<file path="config.mk">
export PLATFORM = sky130hd
export DESIGN_NAME = wb_sequencer
export DESIGN_NICKNAME = d
export VERILOG_FILES = /design/src/rtl/wb_pkg.sv /design/src/rtl/wb_pc_resolve.sv /design/src/rtl/wb_sequencer.sv
export SDC_FILE = /design/constraint.sdc
export NUM_CORES = 1
export LEC_CHECK = 0
export BUFFER_PORTS_ARGS = -buffer_cell sky130_fd_sc_hd__buf_4
export CAP_MARGIN = 20
export CORE_MARGIN = 4
export CORE_UTILIZATION = 53
export CTS_CLUSTER_SIZE = 8
export DETAILED_ROUTE_END_ITERATION = 10
export GPL_TIMING_DRIVEN = 0
export PLACE_DENSITY = 0.82
export SLEW_MARGIN = 40
export SYNTH_ARGS = -nofsm -noshare
export SYNTH_HDL_FRONTEND = slang
export SYNTH_HIERARCHICAL = 1
export SYNTH_SLANG_ARGS = --single-unit
export TNS_END_PERCENT = 10
</file>
<file path="constraint.sdc">
create_clock -name clk -period 3.4 [get_ports clk]
set_input_delay 0.68 -clock clk [delete_from_list [all_inputs] [get_ports clk]]
set_output_delay 0.68 -clock clk [all_outputs]
set_load 0.01 [all_outputs]
</file>
<file path="src/rtl/wb_pkg.sv">
// Shared types and constants for the writeback sequencer.
// Packet layout, FSM states and the per-packet write plan.
package wb_pkg;

    localparam int DATA_W = 32;
    localparam int REG_AW = 4;
    localparam logic [REG_AW-1:0] PC_IDX = 4'd15;

    typedef enum logic [1:0] {
        IDLE,
        WR_FIRST,
        WR_SECOND
    } wb_state_t;

    typedef struct packed {
        logic [REG_AW-1:0] rd;
        logic              rd_en;
        logic [DATA_W-1:0] rd_data;
        logic [REG_AW-1:0] rn;
        logic              rn_en;
        logic [DATA_W-1:0] rn_data;
        logic              pc_en;
        logic [DATA_W-1:0] pc;
        logic              cpsr_en;
        logic [DATA_W-1:0] cpsr;
    } wb_pkt_t;

    // Resolved view of a packet: what WR_FIRST drives and what is left for WR_SECOND.
    typedef struct packed {
        logic              reg_en;
        logic [REG_AW-1:0] reg_num;
        logic [DATA_W-1:0] reg_data;
        logic              pc_en;
        logic [DATA_W-1:0] pc_data;
        logic              cpsr_en;
        logic [DATA_W-1:0] cpsr_data;
        logic              second_pending;
        logic [REG_AW-1:0] second_num;
        logic [DATA_W-1:0] second_data;
    } wb_plan_t;

    function automatic logic is_pc(input logic [REG_AW-1:0] idx);
        return idx == PC_IDX;
    endfunction

endpackage

</file>
<file path="src/rtl/wb_pc_resolve.sv">
// Combinational resolution of a writeback packet into a two-cycle write plan,
// applying the PC-alias priority and rd/rn collision rules.
module wb_pc_resolve
    import wb_pkg::*;
(
    input  wb_pkt_t  pkt,
    output wb_plan_t plan
);

    logic rd_pc;
    logic rn_live;
    logic rn_pc;

    assign rd_pc   = pkt.rd_en && is_pc(pkt.rd);
    // A base write to the same register as rd is dropped; rd wins.
    assign rn_live = pkt.rn_en && !(pkt.rd_en && (pkt.rd == pkt.rn));
    assign rn_pc   = rn_live && is_pc(pkt.rn);

    // NOTE: every output gets a default first so no path leaves a value held, which would infer a latch.
    always_comb begin
        plan = '0;

        if (pkt.rd_en) begin
            plan.reg_en   = !rd_pc;
            plan.reg_num  = pkt.rd;
            plan.reg_data = pkt.rd_data;
        end else if (rn_live) begin
            plan.reg_en   = !rn_pc;
            plan.reg_num  = pkt.rn;
            plan.reg_data = pkt.rn_data;
        end

        // rd alias beats explicit PC, which beats an rn alias.
        if (rd_pc) begin
            plan.pc_en   = 1'b1;
            plan.pc_data = pkt.rd_data;
        end else if (pkt.pc_en) begin
            plan.pc_en   = 1'b1;
            plan.pc_data = pkt.pc;
        end else if (rn_pc) begin
            plan.pc_en   = 1'b1;
            plan.pc_data = pkt.rn_data;
        end

        plan.cpsr_en   = pkt.cpsr_en;
        plan.cpsr_data = pkt.cpsr;

        // A PC-aliased base write is folded into WR_FIRST, never given its own cycle.
        plan.second_pending = pkt.rd_en && rn_live && !rn_pc;
        plan.second_num     = pkt.rn;
        plan.second_data    = pkt.rn_data;
    end

endmodule

</file>
<file path="src/rtl/wb_sequencer.sv">
// Writeback sequencer: serialises packet register writes onto the shared register port.
// Optional forwarding outputs are built when WB_SEQ_BYPASS_EN is defined.
module wb_sequencer
    import wb_pkg::*;
(
    input  logic              clk,
    input  logic              reset,
    input  logic              in_valid,
    output logic              in_ready,
    input  logic [REG_AW-1:0] in_rd,
    input  logic              in_rd_en,
    input  logic [DATA_W-1:0] in_rd_data,
    input  logic [REG_AW-1:0] in_rn,
    input  logic              in_rn_en,
    input  logic [DATA_W-1:0] in_rn_data,
    input  logic              in_pc_en,
    input  logic [DATA_W-1:0] in_pc,
    input  logic              in_cpsr_en,
    input  logic [DATA_W-1:0] in_cpsr,
    input  logic [REG_AW-1:0] rd_req_num,
    output logic              rd_stall,
    output logic [REG_AW-1:0] reg_num,
    output logic              reg_write_en,
    output logic [DATA_W-1:0] reg_data_in,
    output logic [DATA_W-1:0] pc_in,
    output logic              pc_write_en,
`ifdef WB_SEQ_BYPASS_EN
    output logic              fwd_valid,
    output logic [REG_AW-1:0] fwd_num,
    output logic [DATA_W-1:0] fwd_data,
`endif
    output logic [DATA_W-1:0] cpsr_in,
    output logic              cpsr_write_en
);

    wb_state_t state;
    wb_state_t state_next;
    wb_pkt_t   pkt;
    wb_pkt_t   in_pkt;
    wb_plan_t  plan;
    logic      accept;

    assign in_pkt = '{
        rd:      in_rd,
        rd_en:   in_rd_en,
        rd_data: in_rd_data,
        rn:      in_rn,
        rn_en:   in_rn_en,
        rn_data: in_rn_data,
        pc_en:   in_pc_en,
        pc:      in_pc,
        cpsr_en: in_cpsr_en,
        cpsr:    in_cpsr
    };

    wb_pc_resolve u_resolve (
        .pkt  (pkt),
        .plan (plan)
    );

    // NOTE: state and the captured packet use non-blocking assignments so every flop samples pre-edge values.
    always_ff @(posedge clk) begin
        if (!reset) begin
            state <= IDLE;
            pkt   <= '0;
        end else begin
            state <= state_next;
            if (accept) begin
                pkt <= in_pkt;
            end
        end
    end

    always_comb begin
        state_next    = state;
        in_ready      = 1'b0;
        accept        = 1'b0;
        reg_num       = rd_req_num;
        reg_write_en  = 1'b0;
        reg_data_in   = '0;
        pc_in         = '0;
        pc_write_en   = 1'b0;
        cpsr_in       = '0;
        cpsr_write_en = 1'b0;

        unique case (state)
            IDLE: begin
                in_ready = 1'b1;
            end
            WR_FIRST: begin
                in_ready     = !plan.second_pending;
                reg_write_en = plan.reg_en;
                if (plan.reg_en) begin
                    reg_num     = plan.reg_num;
                    reg_data_in = plan.reg_data;
                end
                pc_write_en   = plan.pc_en;
                pc_in         = plan.pc_en ? plan.pc_data : '0;
                cpsr_write_en = plan.cpsr_en;
                cpsr_in       = plan.cpsr_en ? plan.cpsr_data : '0;
            end
            WR_SECOND: begin
                in_ready     = 1'b1;
                reg_write_en = 1'b1;
                reg_num      = plan.second_num;
                reg_data_in  = plan.second_data;
            end
            default: begin
                in_ready = 1'b0;
            end
        endcase

        // Reset dominates: nothing is lent out as a write while it is held.
        if (!reset) begin
            in_ready      = 1'b0;
            reg_num       = rd_req_num;
            reg_write_en  = 1'b0;
            reg_data_in   = '0;
            pc_in         = '0;
            pc_write_en   = 1'b0;
            cpsr_in       = '0;
            cpsr_write_en = 1'b0;
        end

        accept = in_valid && in_ready;

        unique case (state)
            IDLE:      state_next = accept ? WR_FIRST : IDLE;
            WR_FIRST:  state_next = plan.second_pending ? WR_SECOND :
                                    (accept ? WR_FIRST : IDLE);
            WR_SECOND: state_next = accept ? WR_FIRST : IDLE;
            default:   state_next = IDLE;
        endcase
    end

    assign rd_stall = reg_write_en;

`ifdef WB_SEQ_BYPASS_EN
    always_comb begin
        fwd_valid = 1'b0;
        fwd_num   = '0;
        fwd_data  = '0;
        if (reset && ((state == WR_FIRST && plan.second_pending) || state == WR_SECOND)) begin
            fwd_valid = 1'b1;
            fwd_num   = plan.second_num;
            fwd_data  = plan.second_data;
        end
    end
`endif

endmodule

</file>
* Word-level counts from Yosys, hierarchy flattened
Index checks and enable logic that the tools add are counted.
** Word-level totals
- Register bits :: 142
- Bits of input ports :: 147
- Word-level logic and storage cells :: 57
** Cells by class
- Equality and inequality tests :: 5
- Multiplexer cells :: 28
- Reduce and logical (&&, ||, !) cells :: 13
** Operators by type and width (number)
- 2-to-1 mux 32 bit :: 8
- 2-to-1 mux 33 bit :: 3
- 2-to-1 mux 37 bit :: 2
- case mux 32 bit (2 select lines) :: 1
- equality test 4 bit (second input constant) :: 2
- 2-to-1 mux 4 bit :: 2
- case mux 4 bit (2 select lines) :: 1
- logical AND 1 bit :: 7
- 2-to-1 mux 1 bit :: 7
- equality test 4 bit :: 1
- logical NOT 1 bit :: 4
- case mux 1 bit (2 select lines) :: 2
- case mux 2 bit (2 select lines) :: 1
- equality test 2 x 1 -> 1 bit (second input constant) :: 1
- equality test 2 bit (second input constant) :: 1
- logical NOT 2 bit :: 1
- 2-to-1 mux 2 bit :: 1
- OR reduction 2 bit :: 1

* Depth between registers and ports, before layout
Gate-level depths: netlist of run 1.
- Depth in word-level cells :: 14
- Mapped depth :: 13
- Mapped depth without buffers :: 6

* By module
The synthesis of run 1 kept the hierarchy.
** By module, submodules not included
- wb_sequencer :: instances 1, cells an instance 786, area each 6601.3 um^2, seq. area each 2842.7 um^2
- wb_pc_resolve :: instances 1, cells an instance 289, area each 1940.6 um^2, seq. area each 0.0 um^2

* Least setup slack after synthesis of run 1
No wires, ideal clock.
- Path kind :: register -> output
- Start :: register pkt[135] (netlist name)
- End :: output port reg_write_en
- Data arrival time :: 2317 ps
- Required time :: 2720 ps
- Path slack :: 403 ps
- Stages on the path, launching flop included :: 14
- Buffers on the path :: 7
- Path through :: dfxtp_1 buf_4 nand2_1 or2_1 buf_6 buf_2 o21a_1 clkbuf_1 and2_1 clkbuf_1 clkbuf_1 nor2_1 nor2_1 buf_4
** RTL lines
- end, declared :: RTL line wb_sequencer.sv:23 : output logic reg_write_en,

==> metrics.md, run 1 <==
| Metric | Value |
|---|---|
| Avg Cell Area, Syn | `7.95 um^2` |
| DRC Markers | `0` |
| Non-Filler Instances | `1567` |
| Nets | `1493` |
| All-Layer GR Usage | `27.4%` |
| P_sw | `1160 uW` |
| Core Util, Final | `71.3%` |
| Sw Share | `about a quarter` |
| Top delay family on crit path | `buffers and inverters` |
| Fmax | `0.294 GHz` |
| P_leak | `0.00616 uW` |
| Status | `completed` |
| EDFF count, synth | `0` |
| Antenna diode count | `0` |
| Final Cycle Share | `~100%` |
| Final Skew | `0.0159 ns` |
| Max-cap violations | `0` |
| Instance count of the mapped netlist | `about 1100` |
| Post-Syn Area | `8540 um^2` |
| Fin worst setup slack | `0.00379 ns` |
| Worst path cell trace | `clkbuf_1, inv_1, buf_4, nand3_1, and3_1, clkbuf_1, and2_1, buf_4` |
| Post-synth top flop | `dfxtp_1` |
| Clock latency at the later pin of the worst-skew pair | `around 0.43 ns` |
| First-pass GRT wire length | `40000 um` |
| Maximum vdd drop | `~0.36 mV` |
| Num rows | `46` |
| Initial Util | `54.0%` |
| CP Class | `reg2out` |
| Die Area | `18200 um^2` |
| RSZ-0062 raised after global routing | `yes` |
| Final setup fails | `0` |
| Least-Margin Pin Slew | `0.611 ns` |
| CP max stage cell | `clkbuf_1` |
| Clock Power Share | `between 40 and 50%` |
| Drt initial violations | `568` |
| Seq/Total Area, Yosys | `33.3%` |
| Layout cells sized above 1 | `29.7%` |
| Synth Register Bits | `roughly 140` |
| Wire per inst | `16.3 um` |
| Syn Nets | `1226` |
| Final HPWL DP | `19000 um` |
| CTS H-tree depth | `4` |
| Max-slew violation count | `0` |
| TritonCTS clock tree | `built` |
| Critical Path RT | `2.72 ns` |
| Gpl congestion | `0.863` |
| Slew headroom | `59.3%` |
| Routed WL | `25600 um` |
| Combinational Power Share | `between 10% and 20%` |
| Hold WC Path Type | `reg2reg` |
| Number of buffers and inverters on the critical path | `5` |
| Port Buffers | `251` |
| Post-layout minimum cycle time | `3.40 ns` |
| Crit end category | `primary output` |
| Die W | `135 um` |
| Setup TNS Final | `0 ns` |
| Die span in y | `approximately 130 um` |
| # hold bufs at CTS | `0` |
| Worst EP arrival | `2.72 ns` |
| Warnings, synthesis | `6` |
| Slowest Stage Delay on Critical Path | `0.37 ns` |
| Most frequent cells in the layout | `325 x buf_4, 188 x nand2_1, 150 x inv_1` |
| Internal | `3360 uW` |
| Placed cells | `1542` |
| Area grow syn2layout | `32.2%` |
| Fin. Hold Viols | `0` |
| Routed Antenna Nets | `0` |
| Clock Tree Root | `clkbuf_16` |
| Vias in the first global route | `a little over 8000` |
| Power per cell area | `401 nW/um^2` |
| Remaining Overflow, GRT | `0` |
| Vias | `8272` |
| CTS sink cnt | `142` |
| Antenna violations before repair | `0` |
| CTS Buf Count | `17` |
| Via/cell ratio | `5.28` |
| Ys async rst share | `0%` |
| Crit Path Max Fanout | `10` |
| CTS Buffer Depth | `2` |
| First-pass DRT Iterations | `6` |
| Largest net degree at the start of global routing | `20` |
| Postcts setup bufs | `0` |
| Critical path startpoint category | `register` |
| Core area | `about 16000 um^2` |
| Place WS | `-0.262 ns` |
| Clock Pin Slew Worst Setup and Hold Paths | `0.06 ns` |
| Register share of total power | `42.1%` |
| Synth unique cells | `34` |
| Ports | `252` |
| Most common cell after layout, fill and taps aside | `buf_4` |
-- cell type report --
type                    instances  area (um^2)
fillers                      1286         4540
multi-input cells             630         4140
flip-flops and latches        142         2840
repair buffers                251         1880
plain buffers                 150         1010
inverters                     150          563
clock buffers                  21          460
well taps                     216          270
clock inverters                 7          115
-- cell usage after synthesis (4+ instances only) --
library cell / number / area (um^2)
a221o_1: 4 / 40.0
a22o_1: 33 / 289
a22oi_1: 32 / 240
a31oi_1: 32 / 200
and2_1: 66 / 413
buf_2: 14 / 70.1
buf_4: 74 / 556
buf_6: 18 / 203
clkbuf_1: 44 / 165
dfxtp_1: 142 / 2840
ha_1: 4 / 50.1
inv_1: 150 / 563
mux2i_1: 140 / 1400
nand2_1: 188 / 706
nor2_1: 71 / 267
o2111ai_1: 32 / 280
o22ai_1: 4 / 25.0
-- kinds of logic (layout without fill, tap and decap cells) --
group	Yosys count	after routing	share of synthesized area, %
and+or+nand+nor	338	338	17.5
buffers and inverters	303	579	18.5
AOI/OAI and AO/OA	144	144	13.1
DFF	142	142	33.3
muxes	140	140	16.4
adders and majority gates	4	4	0.586
xor gates and xnor gates	4	4	0.674
-- power by group through the flow --
stage | Combinational (uW) | Clock, uW | Sequential [uW]
after global placement | 720 | 0 | 1930
final | 749 | 1870 | 1900
after detailed placement | 740 | 0 | 1940
after global routing | 810 | 1960 | 1920
after CTS | 744 | 1890 | 1900
after floorplan | 482 | 0 | 1910
-- worst reg2reg max path, stage by stage, from the launching register on --
cell	delay [ns]
dfxtp_1	0.46
xnor2_2	0.17
nand4_4	0.21
buf_6	0.21
and3_1	0.17
nand2b_1	0.16
a211o_1	0.30
clkbuf_1	0.24
buf_6	0.24
buf_6	0.18
mux2i_1	0.13
-- state kept, by name, indices dropped and copies added (netlist names) --
register and count:
state 2, pkt 140
-- layer usage --
layer,GRT usage [%],part of all wire [%]
met5,0,0
met1,32.8,40
met2,45.9,48
met3,7.27,8.9
met4,13.2,3.5
-- metrics by stage --
step | instance area, um^2 | hold slack (ns) | power [uW]
2_1_floorplan | 8540 | 0.437 | 2390
5_1_grt | 11300 | 0.478 | 4690
3_3_place_gp | 10700 | 0.444 | 2650
3_5_place_dp | 10700 | 0.452 | 2680
6_report | 11300 | 0.456 | 4530
4_1_cts | 11300 | 0.460 | 4530
-- path summary, 6_finish.rpt --
kind                                       startpoint                   end  slack (ns)  cells past startpoint
worst min register to register   pkt[14]$_SDFFE_PN0N_  pkt[14]$_SDFFE_PN0N_        0.46                      2
worst min-delay path             pkt[14]$_SDFFE_PN0N_  pkt[14]$_SDFFE_PN0N_        0.46                      2
worst max register to register  pkt[100]$_SDFFE_PN0N_  pkt[50]$_SDFFE_PN0N_        0.81                     10
worst max-delay path             pkt[65]$_SDFFE_PN0N_              pc_in[2]       0.004                      8
-- what timing repair did --
| action | 4_1_cts | 5_1_grt |
|---|---|---|
| gates resized for setup | 6 | 9 |
| cloned | 0 | 0 |
| pin swaps | 0 | 0 |
| setup endpoints to repair | 63 | 51 |
(Power assumes the default switching activity.)
==> inputs of run 2 (changes only) <==
- CORE_ASPECT_RATIO: not set -> 1.2
==> run 2 against run 1 <==
  * Clock-buffer cell count is 1 lower
  * Largest cell class unchanged
  * Power rose by 1.6%
  * Die area is essentially flat
  * Critical path depth increased by 1
  * Maximum frequency increased by 3.9%
  * Highest routed layer unchanged
==> metrics.md, run 2 (synthesized netlist as in run 1, its figures left out) <==
| Metric | Value |
|---|---|
| Final HPWL DP | `19100 um (+0.43%)` |
| Placed cells | `1534 (-0.52%)` |
| Max-cap violations | `0 (unchanged)` |
| Final Skew | `0.00722 ns (-0.00864 ns)` |
| Top reg by flops | `pkt` |
| Hold_ws | `0.456 ns (-0.000112 ns)` |
| P_leak | `0.00617 uW (+0.27%)` |
| CTS Buffer Depth | `2 (unchanged)` |
| Vias in the first global route | `8011 (-1.9%)` |
| DRC Markers | `0 (unchanged)` |
| Layout cells sized above 1 | `30.3% (+0.60 points)` |
| Num rows | `50 (+8.7%)` |
| Vias | `8201 (-0.86%)` |
| Routed WL | `25800 um (+0.94%)` |
| Port Buffers | `251 (unchanged)` |
| CTS H-tree depth | `4 (unchanged)` |
| Final setup fails | `0 (unchanged)` |
| Largest net degree at the start of global routing | `20 (unchanged)` |
| Most frequent cells in the layout | `325 x buf_4, 188 x nand2_1, 150 x inv_1` |
| Area grow syn2layout | `32.4%` |
| First-pass DRT Iterations | `5 (-1)` |
| Slew headroom | `59.0% (-0.27 points)` |
| Critical path startpoint category | `register` |
| Clock Tree Root | `clkbuf_16` |
| Via/cell ratio | `5.25 (-0.54%)` |
| Wire per inst | `16.5 um (+1.3%)` |
| Number of buffers and inverters on the critical path | `3 (-2)` |
| Worst path cell trace | `xnor2_2, nand4_4, buf_6, o21ai_1, nand3_1, and3_1, clkbuf_2, and2_1, buf_4` |
| Crit Path Max Fanout | `10 (unchanged)` |
| CTS Buf Count | `17 (unchanged)` |
| Clock latency at the later pin of the worst-skew pair | `0.42 ns (about the same)` |
| Setup TNS Final | `0 ns (unchanged)` |
| Top delay family on crit path | `simple AND/OR/NAND/NOR gates` |
| Core area | `15700 um^2 (-0.79%)` |
| Non-Filler Instances | `1562 (-0.32%)` |
| Hold WC Path Type | `reg2reg` |
| Remaining Overflow, GRT | `0 (unchanged)` |
| Crit end category | `primary output` |
| Routed Antenna Nets | `0 (unchanged)` |
| Die Area | `18200 um^2 (about the same)` |
| First-pass GRT wire length | `40000 um (about the same)` |
| Final Cycle Share | `96.2% (-3.7 points)` |
| Fin. Hold Viols | `0 (unchanged)` |
| Ports | `252 (unchanged)` |
| Max-slew violation count | `0 (unchanged)` |
| Fin worst setup slack | `0.130 ns (+0.126 ns)` |
| Critical Path RT | `2.72 ns (about the same)` |
| Antenna violations before repair | `0 (unchanged)` |
| Power per cell area | `406 nW/um^2 (+1.3%)` |
| Status | `completed` |
| CP max stage cell | `dfxtp_1` |
| Drt initial violations | `610 (+7.4%)` |
| # hold bufs at CTS | `0 (unchanged)` |
| Clock Pin Slew Worst Setup and Hold Paths | `0.06 ns (about the same)` |
| Die W | `124 um (-8.2%)` |
| All-Layer GR Usage | `27.7% (+0.25 points)` |
| TritonCTS clock tree | `built` |
| Least-Margin Pin Slew | `0.615 ns (+0.00402 ns)` |
| Max FFs per register | `140 (unchanged)` |
| Nets | `1492 (-0.067%)` |
| Initial Util | `54.4% (+0.43 points)` |
| Die span in y | `147 um (+9.0%)` |
| Most common cell after layout, fill and taps aside | `buf_4` |
| Antenna diode count | `0 (unchanged)` |
| Worst EP arrival | `2.59 ns (-0.13 ns)` |
| Largest regs | `pkt (140), state (2)` |
| Post-layout minimum cycle time | `3.27 ns (-0.126 ns)` |
| Fmax | `0.306 GHz (+3.9%)` |
| CTS sink cnt | `142 (unchanged)` |
| CP Class | `reg2out` |
| Slowest Stage Delay on Critical Path | `0.44 ns (+0.07 ns)` |
| Core Util, Final | `72.0% (+0.73 points)` |
| Gpl congestion | `0.851 (-1.3%)` |
| Maximum vdd drop | `0.296 mV (-19%)` |
| Place WS | `-0.307 ns (-0.0448 ns)` |
## run 2: cell types whose count changed in the layout (fill, tap and decap cells not counted), sizes merged
cell and change:
clkbuf -3, clkinvlp +2, inv +3, buf +1
## run 2: path summary, 6_finish.rpt
check | slack (ns) | end | from | cells past startpoint
setup / recovery | 0.13 | pc_in[28] | pkt[139]$_SDFFE_PN0N_ | 9
hold / removal | 0.46 | pkt[12]$_SDFFE_PN0N_ | pkt[12]$_SDFFE_PN0N_ | 2
setup reg to reg | 0.85 | pkt[96]$_SDFFE_PN0N_ | pkt[139]$_SDFFE_PN0N_ | 10
hold reg to reg | 0.46 | pkt[12]$_SDFFE_PN0N_ | pkt[12]$_SDFFE_PN0N_ | 2
## run 2: metal layers
metal	wire [um]	up-vias	global-route usage, %
met5	0	-	0
met4	857	0	11.7
met3	2070	76	7.24
met2	12700	375	46.4
met1	10200	3775	33.2
li1	-	3975	-
## run 2: layout make-up
cell class / instances / area, um^2
plain buffers: 149 / 1020
clock buffers: 20 / 447
clock inverters: 12 / 160
fillers: 1284 / 4390
inverters: 150 / 563
multi-input cells: 630 / 4130
flip-flops and latches: 142 / 2850
well taps: 208 / 260
repair buffers: 251 / 1880
## run 2: worst min-delay path, cell delays in order (launching register included)
cell,delay (ns)
dfxtp_1,0.31
nand2_1,0.05
mux2i_1,0.05
## run 2: stage by stage
stage / total power, uW / area, um^2
global route: 4770 / 11300
CTS: 4610 / 11300
finish: 4600 / 11300
detailed placement: 2680 / 10700
global placement: 2660 / 10700
floorplan: 2390 / 8540
## run 2: what timing repair did
item / in CTS / in global routing
gates resized for setup: 9 / 14
setup buffers: 0 / 0
setup endpoints to repair: 64 / 55
hold endpoints to repair: 0 / 0
## run 2: report_power, final
part | switching (uW) | internal [uW]
combinational | 362 | 392
clock | 759 | 1180
sequential | 103 | 1800
